[src/rtl/fb_pkg.sv]
`default_nettype none
// ============================================================================
// Module : fb_pkg
// Brief  : Shared constants and types for the framebuffer command writer.
//          Framebuffer geometry, command opcodes and the writer FSM states.
// Rev    : 1.0  initial release
// ============================================================================
package fb_pkg;

  localparam int unsigned FB_W = 16;  // pixels per row, x field 4 bits
  localparam int unsigned FB_H = 12;  // rows, y field 4 bits

  // 4-bit views of the row geometry for compares against the y field
  localparam logic [3:0] Y_LIMIT  = 4'(FB_H);
  localparam logic [3:0] ROW_LAST = 4'(FB_H - 1);

  // Opcode lives in cmd_data[7:6] of the first command byte
  localparam logic [1:0] OP_NOP  = 2'b00;
  localparam logic [1:0] OP_SET  = 2'b01;
  localparam logic [1:0] OP_CLR  = 2'b10;
  localparam logic [1:0] OP_FILL = 2'b11;

  typedef enum logic [1:0] {
    IDLE  = 2'd0,
    ARG   = 2'd1,
    SWEEP = 2'd2
  } state_t;

endpackage
`default_nettype wire

[src/rtl/fb_cmd_writer_if.sv]
`default_nettype none
// ============================================================================
// Module : fb_cmd_writer_if
// Brief  : Byte command stream with valid/ready handshake.
//          A byte transfers on the clk edge where cmd_valid && cmd_ready.
// Ports  : cmd_valid (source->sink), cmd_data[7:0] (source->sink),
//          cmd_ready (sink->source)
// Rev    : 1.0  initial release
// ============================================================================
interface fb_cmd_writer_if;
  logic       cmd_valid;
  logic [7:0] cmd_data;
  logic       cmd_ready;

  modport master (output cmd_valid, output cmd_data, input  cmd_ready);
  modport slave  (input  cmd_valid, input  cmd_data, output cmd_ready);
endinterface
`default_nettype wire

[src/rtl/fb_mem.sv]
`default_nettype none
// ============================================================================
// Module : fb_mem
// Brief  : FB_H x FB_W 1-bit framebuffer storage.
//          Single-bit write, whole-row write, synchronous clear on rst and a
//          registered read port. A read colliding with a write on the same
//          edge returns the pre-write value.
// Ports  : clk, rst         clock / sync active-high clear
//          bit_we/x/y/val   single pixel write
//          row_we/idx/val   whole-row write (all bits = row_val)
//          rd_x, rd_y       read address
//          rd_pix           pixel data, one cycle after the address
// Rev    : 1.0  initial release
// ============================================================================
module fb_mem
  import fb_pkg::*;
(
  input  logic       clk,
  input  logic       rst,
  input  logic       bit_we,
  input  logic [3:0] bit_x,
  input  logic [3:0] bit_y,
  input  logic       bit_val,
  input  logic       row_we,
  input  logic [3:0] row_idx,
  input  logic       row_val,
  input  logic [3:0] rd_x,
  input  logic [3:0] rd_y,
  output logic       rd_pix
);

  logic [FB_W-1:0] rows [FB_H];

  always_ff @(posedge clk) begin
    if (rst) begin
      for (int r = 0; r < int'(FB_H); r++) begin
        rows[r] <= '0;
      end
      rd_pix <= 1'b0;
    end else begin
      if (row_we) begin
        rows[row_idx] <= {FB_W{row_val}};
      end
      if (bit_we) begin
        rows[bit_y][bit_x] <= bit_val;
      end
      // Rows beyond the framebuffer read as blank
      rd_pix <= (rd_y < Y_LIMIT) ? rows[rd_y][rd_x] : 1'b0;
    end
  end

endmodule
`default_nettype wire

[src/rtl/fb_cmd_writer.sv]
`default_nettype none
// ============================================================================
// Module : fb_cmd_writer
// Brief  : Fills the 16x12 1-bit framebuffer from a byte command stream and
//          serves the VGA scan-out through a registered read port.
//          Commands: NOP, SET/CLR pixel (opcode + x/y argument byte),
//          FILL whole buffer (one row per cycle).
// Ports  : clk, rst     clock / sync active-high reset
//          cmd          byte command stream (slave side)
//          rd_x, rd_y   scan-out read address
//          rd_pix       pixel at (rd_x,rd_y), latency 1
//          busy         high while a fill sweep runs
//          err          one-cycle pulse: y out of range, write dropped
// Rev    : 1.0  initial release
// ============================================================================
module fb_cmd_writer
  import fb_pkg::*;
(
  input  logic                  clk,
  input  logic                  rst,
  fb_cmd_writer_if.slave        cmd,
  input  logic [3:0]            rd_x,
  input  logic [3:0]            rd_y,
  output logic                  rd_pix,
  output logic                  busy,
  output logic                  err
);

  state_t     state, state_nxt;
  logic [1:0] op_q;
  logic       fill_q;
  logic [3:0] row_q;
  logic       err_q;

  logic       accept;
  logic       bit_we, row_we, err_set;
  logic       mem_pix;

  wire [1:0]  cmd_op = cmd.cmd_data[7:6];
  wire [3:0]  arg_x  = cmd.cmd_data[7:4];
  wire [3:0]  arg_y  = cmd.cmd_data[3:0];

  always_ff @(posedge clk) begin
    if (rst) begin
      state <= IDLE;
    end else begin
      state <= state_nxt;
    end
  end

  always_comb begin
    state_nxt     = state;
    cmd.cmd_ready = 1'b0;
    busy          = 1'b0;
    bit_we        = 1'b0;
    row_we        = 1'b0;
    err_set       = 1'b0;
    accept        = 1'b0;
    unique case (state)
      IDLE: begin
        cmd.cmd_ready = 1'b1;
        accept        = cmd.cmd_valid;
        if (cmd.cmd_valid) begin
          unique case (cmd_op)
            OP_SET, OP_CLR: state_nxt = ARG;
            OP_FILL:        state_nxt = SWEEP;
            OP_NOP:         state_nxt = IDLE;
            default:        state_nxt = IDLE;
          endcase
        end
      end
      ARG: begin
        cmd.cmd_ready = 1'b1;
        accept        = cmd.cmd_valid;
        if (cmd.cmd_valid) begin
          if (arg_y < Y_LIMIT) begin
            bit_we = 1'b1;
          end else begin
            err_set = 1'b1;
          end
          state_nxt = IDLE;
        end
      end
      SWEEP: begin
        busy   = 1'b1;
        row_we = 1'b1;
        if (row_q == ROW_LAST) begin
          state_nxt = IDLE;
        end
      end
      default: state_nxt = IDLE;
    endcase
    // Outputs are held inactive for the whole reset, not only after its edge
    if (rst) begin
      cmd.cmd_ready = 1'b0;
      busy          = 1'b0;
      accept        = 1'b0;
    end
  end

  always_ff @(posedge clk) begin
    if (rst) begin
      op_q   <= OP_NOP;
      fill_q <= 1'b0;
      row_q  <= '0;
      err_q  <= 1'b0;
    end else begin
      err_q <= err_set;
      if (state == IDLE && accept) begin
        op_q   <= cmd_op;
        fill_q <= cmd.cmd_data[0];
        row_q  <= '0;
      end else if (row_we) begin
        // Wrap on the last row so the counter never leaves 0..FB_H-1
        row_q <= (row_q == ROW_LAST) ? 4'd0 : row_q + 4'd1;
      end
    end
  end

  fb_mem u_mem (
    .clk     (clk),
    .rst     (rst),
    .bit_we  (bit_we),
    .bit_x   (arg_x),
    .bit_y   (arg_y),
    .bit_val (op_q == OP_SET),
    .row_we  (row_we),
    .row_idx (row_q),
    .row_val (fill_q),
    .rd_x    (rd_x),
    .rd_y    (rd_y),
    .rd_pix  (mem_pix)
  );

  assign rd_pix = mem_pix & ~rst;
  assign err    = err_q & ~rst;

endmodule
`default_nettype wire

[src/flat_wrapper.sv]
// flat-port wrapper written by rule: the top's interface ports become plain ports
module fb_cmd_writer_flat import fb_pkg::*;
  (clk, rst, rd_x, rd_y, rd_pix, busy, err, cmd_cmd_valid, cmd_cmd_data, cmd_cmd_ready);
  fb_cmd_writer_if cmd_i ();
  input  logic clk;
  input  logic rst;
  input  logic [3:0] rd_x;
  input  logic [3:0] rd_y;
  output logic rd_pix;
  output logic busy;
  output logic err;
  input wire logic [$bits(cmd_i.cmd_valid)-1:0] cmd_cmd_valid;
  input wire logic [$bits(cmd_i.cmd_data)-1:0] cmd_cmd_data;
  output wire logic [$bits(cmd_i.cmd_ready)-1:0] cmd_cmd_ready;
  assign cmd_i.cmd_valid = cmd_cmd_valid;
  assign cmd_i.cmd_data = cmd_cmd_data;
  assign cmd_cmd_ready = cmd_i.cmd_ready;
  fb_cmd_writer u_core (.clk(clk), .rst(rst), .cmd(cmd_i), .rd_x(rd_x), .rd_y(rd_y), .rd_pix(rd_pix), .busy(busy), .err(err));
endmodule
[config.mk]
export PLATFORM = sky130hd
export DESIGN_NAME = fb_cmd_writer_flat
export DESIGN_NICKNAME = d
export VERILOG_FILES = /design/src/rtl/fb_pkg.sv /design/src/rtl/fb_cmd_writer_if.sv /design/src/rtl/fb_mem.sv /design/src/rtl/fb_cmd_writer.sv /design/src/flat_wrapper.sv
export SDC_FILE = /design/constraint.sdc
export NUM_CORES = 1
export LEC_CHECK = 0
export CORE_MARGIN = 2
export CORE_UTILIZATION = 25
export CTS_CLUSTER_DIAMETER = 60
export DETAILED_ROUTE_END_ITERATION = 8
export GPL_ROUTABILITY_DRIVEN = 0
export SETUP_SLACK_MARGIN = 0.15
export SLEW_MARGIN = 20
export SYNTH_ARGS = -nofsm -noshare
export SYNTH_HDL_FRONTEND = slang
export SYNTH_SLANG_ARGS = --single-unit
[constraint.sdc]
create_clock -name clk -period 3.5 [get_ports clk]
set_input_delay 0.35 -clock clk [delete_from_list [all_inputs] [get_ports clk]]
set_output_delay 0.35 -clock clk [all_outputs]
set_load 0.05 [all_outputs]
==> flow_summary.toml, run 1 <==
[die]
die_y_um = 240
die_w_um = 240
rows = 86
coreArea_mm2 = 0.0552
ioPinCount = 23
start_util_pct = 25.3
die_area_mm2 = 0.0578

[timing]
post-route-period-util_pct = 85.2
fmax_mhz = 335
setup_tns_ns = 0
hold_viol = 0
rsz0062_at_grt = "false"
slew_headroom_pct = 46.9
finalMaxSlewViolations = 0
setup_viol_count_final = 0
worstMarginPinSlew_ns = 0.797
fin_skew_ns = 0.0143
fin_crit_ns = 2.98

[critical_path]
end_kind = "output port"
path_buf_inv = 2
path_class = "reg2out"
required_ns = 3.15
worstPathArrival_ns = 2.63
cpPeakStageDelay_ns = 0.86
crit_slowest_cell = "clkdlybuf4s50_1"
worst-path-max-fanout = 16
cp-start-kind = "flop"
cp_top_family = "buffers and inverters"
crit_chain = "nand2b_1, nor2_2, buf_4, clkdlybuf4s50_1"

[placement]
io_buffers = 22
post-dp-hpwl_um = 22900
place_inst = 1875
dpl_cell_area_mm2 = 0.0153

[global_routing]
grtUsageMet2_pct = 21.6
grt_overflow = 0
use_met3_pct = 1.17
busiest_layer = "met2"
grt_max_degree = 178
antenna_found_initial = 0
grt_first_pass_wirelength_um = 56100
grt_use_total_pct = 12.6
met1_usage_pct = 16.9
grt_pass1_vias = 9295

[power_and_ir_drop]
peakVddDrop_mv = 0.441
finalPower_mw = 7.21
powerDensity_mw_per_mm2 = 444
p_leak_nw = 5.08

[cells_and_area]
fin_nets = 1184
syn_to_final_growth_pct = 16.3
antenna_cells_inserted = 0
final_util_pct = 29.4
final_cell_area_mm2 = 0.0162
final_cells = 1932
drive_gt1_share_pct = 17.8

[cts]
ctsHoldBuffers = 0
clock-sinks = 267
cts_setup_buffers = 0
cts_tree = "yes"
cts-root-buf = "clkbuf_16"
clock_latency_ns = 0.55
clk_path_buf_depth = 3
numCtsBuffers = 31
post_cts_resized = 0
h-tree-depth = 1
path_clk_slew_ns = 0.06

[drt]
drc = 0
firstDrtPassIters = 5
vias_per_cell = 4.88
drtIter0Drc = 863
ant_nets = 0
wl_um = 36500
num_vias = 9419
wl_per_cell_um = 18.9

[yosys]
syn_area_mm2 = 0.0140
synth-async-reset-ratio_pct = 0
yosysMostFrequentCell = "edfxtp_1"
syn_inst = 1174
avgSynthCellArea_um2 = 11.9
ys_types = 50
yosysTopAreaCell = "edfxtp_1"
yosys_warnings = 0
synthTopCellsByCount = "edfxtp_1, nor2_1, o21bai_1"
syn_nets = 1198
synth_edf_count = 256
synth.top_cell.area_share_pct = 55.1
ys_ff_latch = 267
synth_seq_area_share_pct = 56.6
ys.flop_type = "edfxtp_1"
synthTopCellsByArea = "edfxtp_1, o21bai_1, mux4_2, nor2_1, mux2i_1"

[status]
status = "finished, final reports clean"

[job]
maxCapViolCount = 0

[min_path]
hp-class = "in2reg"
worst min-delay path: cells and delay by family:
family                 cells  cell delay [ns]
buffers and inverters      1             0.09
AND/OR/NAND/NOR            2             0.19
final timing paths:
kind                                            to                    startpoint  cells after the start  slack, ns
max reg2reg  u_core.u_mem.rows[4][5]$_SDFFCE_PN0P_  u_core.state[1]$_SDFFE_PP0P_                      9       1.09
min reg2reg            u_core.op_q[1]$_SDFFE_PP0P_   u_core.op_q[1]$_SDFFE_PP0P_                      2       0.49
min                        u_core.err_q$_SDFF_PP0_                           rst                      3       0.13
max                                           busy  u_core.state[1]$_SDFFE_PP0P_                      4       0.52
layout make-up:
cell class | instances | area, µm²
fill | 5519 | 39000
inverter | 2 | 7.51
tap | 748 | 936
clock buffer | 40 | 810
multi-input combinational | 754 | 5520
clock inverter | 17 | 116
sequential | 267 | 7910
timing repair buffer | 104 | 938
cell families (layout without fill, tap and decap cells):
family	count (synthesis)	in the layout	synth area share [%]
simple gates	359	359	11.9
fa+ha+maj	5	5	0.448
compound gates	279	279	14.7
buf+inv	153	163	4.98
flops	267	267	56.6
mux	111	111	11.4
power by group:
part | total [mW] | switching (mW) | internal (mW)
clock | 2.98 | 1.28 | 1.70
sequential | 3.61 | 0.0277 | 3.58
combinational | 0.620 | 0.370 | 0.250
total | 7.21 | 1.68 | 5.53
state kept, by name (all words and copies together), names as in the netlist:
signal,count
u_core.err_q,1
u_core.fill_q,1
u_core.op_q,2
u_core.row_q,4
u_core.state,2
u_core.u_mem.rd_pix,1
u_core.u_mem.rows,256
layout by cell type (no fill, tap or decap), types with 11 or more instances in the layout:
cell               n
edfxtp_1         256
clkdlybuf4s50_1   19
a21oi_1           12
nor2b_1           16
nand2_1           14
o21bai_1         192
nor2_1           201
mux4_2            36
nor2_2            11
nand2b_1          18
clkbuf_16         31
buf_4             75
mux2i_1           67
a31oi_2           12
nor3_1            68
dfxtp_1           11
through the flow:
stage | hold WS, ns | setup WS (ns)
CTS | 0.110 | 0.499
floorplan | 0.451 | 0.731
global route | 0.135 | 0.374
global placement | 0.466 | 0.379
detailed placement | 0.492 | 0.362
finish | 0.128 | 0.519
per-layer routing:
layer | part of all wire [%] | vias up | routed length [µm]
met1 | 44 | 4799 | 16100
met4 | 2.4 | 0 | 873
met3 | 5.2 | 50 | 1900
met5 | 0 | - | 0
li1 | - | 4292 | -
met2 | 48 | 278 | 17700
(Power assumes the default switching activity.)
==> run 2: changes to the inputs <==
Settings changed: CAP_MARGIN set to 20.
==> results of run 2 <==
Same layout as run 1: the final DEF is identical, and so are final timing and power.
==> run 3: changes to the inputs <==
Clock period 3.5 ns to 3.3 ns, I/O delays scaled along.
==> flow_summary.toml, run 3 (synthesized netlist as in run 1, its figures left out) <==
[critical_path]
worst-path-max-fanout = 16
path_class = "in2reg"
worstPathArrival_ns = 2.79
required_ns = 3.56
end_kind = "flop"
cp-start-kind = "input port"

[drt]
ant_nets = 0
wl_um = 36200
vias_per_cell = 4.84
firstDrtPassIters = 5
drc = 0
drtIter0Drc = 931
wl_per_cell_um = 18.7
num_vias = 9353

[power_and_ir_drop]
p_leak_nw = 5.19
powerDensity_mw_per_mm2 = 492
peakVddDrop_mv = 0.389

[cells_and_area]
final_cells = 1934
largest_register = "u_core.u_mem.rows"
drive_gt1_share_pct = 18.5
final_cell_area_mm2 = 0.0165
antenna_cells_inserted = 0
mostFrequentLayoutCell = "edfxtp_1"
final_util_pct = 29.8
largest_register_ffs = 256
layout_common_cells = "edfxtp_1, nor2_1, o21bai_1"
fin_nets = 1188
top_regs = "u_core.u_mem.rows (256), u_core.row_q (4)"
syn_to_final_growth_pct = 17.9

[die]
start_util_pct = 25.3
coreArea_mm2 = 0.0552
die_y_um = 240
die_area_mm2 = 0.0578
rows = 86
die_w_um = 240
ioPinCount = 23

[timing]
fmax_mhz = 395
setup_viol_count_final = 0
finalMaxSlewViolations = 0
fin_skew_ns = 0.00599
slew_headroom_pct = 41.1
setup_tns_ns = 0
worstMarginPinSlew_ns = 0.884
whs_ns = 0.142
post-route-period-util_pct = 76.7
hold_viol = 0
fin_crit_ns = 2.53
rsz0062_at_grt = "false"

[cts]
path_clk_slew_ns = 0.06
numCtsBuffers = 30
cts-root-buf = "clkbuf_16"
clock-sinks = 267
h-tree-depth = 1
clock_latency_ns = 0.56
cts_tree = "yes"
ctsHoldBuffers = 0
clk_path_buf_depth = 3
cts_setup_buffers = 0
post_cts_resized = 0

[status]
status = "finished, final reports clean"

[min_path]
hp-class = "in2reg"

[global_routing]
grt_use_total_pct = 12.6
grt_pass1_vias = 9330
grt_first_pass_wirelength_um = 55900
antenna_found_initial = 0
grt_max_degree = 203
grt_overflow = 0

[placement]
io_buffers = 22
post-dp-hpwl_um = 22900
dpl_cell_area_mm2 = 0.0154
place_inst = 1880

[job]
maxCapViolCount = 0
## run 3: metrics by stage
| step | total power, mW | setup slack (ns) |
|---|---|---|
| finish | 8.10 | 0.769 |
| global route | 8.33 | 0.556 |
| CTS | 8.15 | 0.752 |
| detailed placement | 4.57 | 0.210 |
| global placement | 4.55 | 0.226 |
| floorplan | 4.32 | 0.551 |
## run 3: area by class of cell
class / count / area (µm²)
repair buffers: 109 / 1030
clock buffers: 34 / 787
flip-flops and latches: 267 / 7910
well taps: 748 / 936
fillers: 5492 / 38700
multi-input cells: 754 / 5510
inverters: 2 / 7.51
clock inverters: 20 / 273
## run 3: path summary, 6_finish.rpt
| kind | slack (ns) | from | to | cells past startpoint |
|---|---|---|---|---|
| worst max-delay path | 0.77 | cmd_cmd_data[7] | u_core.u_mem.rows[11][2]$_SDFFCE_PN0P_ | 9 |
| worst min-delay path | 0.14 | rst | u_core.err_q$_SDFF_PP0_ | 3 |
| worst max register to register | 0.93 | u_core.state[1]$_SDFFE_PP0P_ | u_core.u_mem.rows[11][2]$_SDFFCE_PN0P_ | 8 |
| worst min register to register | 0.49 | u_core.op_q[1]$_SDFFE_PP0P_ | u_core.op_q[1]$_SDFFE_PP0P_ | 2 |
## run 3: worst max-delay path: stages
cell and delay, ns:
clkdlybuf4s50_1 0.54, inv_1 0.08, ha_1 0.21, o41ai_2 0.44, buf_12 0.21, mux2_4 0.33
or2_1 0.26, buf_4 0.21, o21bai_1 0.18
## run 3: metal layers
layer / track usage, % / share of wire, %
met4: 4.82 / 3.1
met5: 0 / 0
met1: 17.0 / 44
met2: 21.0 / 49
met3: 1.25 / 4.5
## run 3: power breakdown
part / internal (mW) / switching, mW
clock network: 2.24 / 1.37
logic: 0.273 / 0.393
registers: 3.80 / 0.0289
total: 6.31 / 1.79
==> edit (config.mk and constraints of run 2) <==
Change the package constant `FB_W` from 16 to 32.
--- a/src/rtl/fb_pkg.sv
+++ b/src/rtl/fb_pkg.sv
@@ -7,7 +7,7 @@
 // ============================================================================
 package fb_pkg;
 
-  localparam int unsigned FB_W = 16;  // pixels per row, x field 4 bits
+  localparam int unsigned FB_W = 32;  // pixels per row, x field 4 bits
   localparam int unsigned FB_H = 12;  // rows, y field 4 bits
 
   // 4-bit views of the row geometry for compares against the y field
Behaviour: no difference found for any inputs over 4 cycles, from zero or initial values and one cycle with rst high; that may be too few to reach the edited logic, so the function may still have changed.
==> edit against run 2 <==
  * Power is 2.2% lower
  * Die area decreased by 4.5%
  * Routed wire length down 2.3%
  * Sequential cell count fell by 12
  * Largest power group unchanged
  * Synthesized area decreased by 4.6%
  * Cell area is 4.8% lower
  * Via count decreased by 3.7%
  * Clock skew increased by 0.017 ns
  * Setup slack about the same
  * Synthesized cell count is 2.8% lower
  * Global-route usage up 0.060 points
==> edit: results (changes against run 2) <==
* HPWL after detailed placement: 22200 um (-3.2%)
- Area of the multi-input gates: 5270 um^2 (-4.5%)
- Area occupied by registers: 7550 um^2 (-4.6%)
* Number of filler instances in the final layout: 5322 (-3.6%)
- The clock latency on the worst-skew pair was 0.59 ns (+0.04 ns).
- The met2 wire length is 16300 um (-7.8%).
- The worst hold path terminates at u_core.state[1].
* Post-layout net count: 1139 (-3.8%)
- The share of cell area taken by muxes after synthesis was 10.8% (-0.61 points).
- The fraction of layout cells with a size suffix above 1 was 15.5% (-2.3 points).
- Number of different library cells in the post-synthesis netlist: 42 (-16%)
- Met3 WL: 2110 um (+11%)
- The post-route clock period utilization is 85.2% (about the same).
- Fraction of area in multi-input gates: 34.1% (+0.088 points)
- Registers with the highest flip-flop counts: u_core.u_mem.rows x244, u_core.row_q x4
- Clock buffer and inverter area fraction after layout: 6.13% (+0.43 points)
- Vias in the first global route: 8925 (-4.0%)
- The peak supply drop was 333 uV (-25%).
- Signal buffers: 89 (-14%)
- Compound-Gate Fraction of Synth Area: 15.4% (+0.71 points)
- Via count: 9071 (-3.7%)
* Skew final: 0.0313 ns (+0.0170 ns)
- The portion of the layout cell area used by non-clock buffers came to 5.24% (-0.54 points).
* Sequential share of the synthesized area: 56.7% (about the same)
* Slew at the pin with the worst max-slew slack: 0.875 ns (+0.0782 ns)
- The met2 track utilization from global routing is 19.9% (-1.6 points).
- The mean routed wirelength per cell is 19.5 um (+3.4%).
- By area the synthesized netlist is led by sky130_fd_sc_hd__edfxtp_1 (55%), sky130_fd_sc_hd__o21bai_1 (11%), sky130_fd_sc_hd__nor2_1 (6.1%), sky130_fd_sc_hd__mux4_2 (5.9%), sky130_fd_sc_hd__mux2i_1 (4.4%).
- GR Util met1: 18.3% (+1.4 points)
* Global-route wire length before repair: 55100 um (-1.9%)
- The post-detailed-placement cell area was 14500 um^2 (-5.5%).
- The maximum number of pins on one net before global-route repair was 204 (+15%).
- Violation count after the first detailed-routing iteration: 894 (+3.6%)
- Static Leak: 4.80 nW (-5.5%)
- The clock share of power came to 42.6% (+1.2 points).
- The number of enable flip-flop cells after synthesis was 244 (-4.7%).
- The run finished with clean final reports.
- Utilization after layout: 29.4% (-0.052 points)
* Synthesized netlist net count: 1165 (-2.8%)
- Design internal power: 5.36 mW (-3.1%)
- The total of clock buffers placed in the layout came to 33 (-18%).
- Sorting the synthesized cells by how often they occur yields sky130_fd_sc_hd__edfxtp_1 (244), sky130_fd_sc_hd__nor2_1 (216), sky130_fd_sc_hd__o21bai_1 (192).
-- edit: changes by cell type in the layout (fill, tap and decap cells not counted), moves of 7 or more --
cell                       delta
sky130_fd_sc_hd__edfxtp_1    -12
sky130_fd_sc_hd__clkbuf_1     -7
sky130_fd_sc_hd__nor2_1      +14
sky130_fd_sc_hd__nor2_2      -10
sky130_fd_sc_hd__nor3_1      -12
sky130_fd_sc_hd__o22ai_1      +7
sky130_fd_sc_hd__mux2i_1      -9
sky130_fd_sc_hd__clkinv_1     +7
sky130_fd_sc_hd__buf_4       -12
-- edit: metrics by stage --
| step | power [mW] | hold WS [ns] | cells |
|---|---|---|---|
| floorplan | 3.89 | 0.451 | 1141 |
| global placement | 4.09 | 0.472 | 1769 |
| detailed placement | 4.11 | 0.487 | 1769 |
| CTS | 7.10 | 0.0154 | 1826 |
| global route | 7.29 | 0.0227 | 1827 |
| finish | 7.06 | 0.0376 | 1827 |
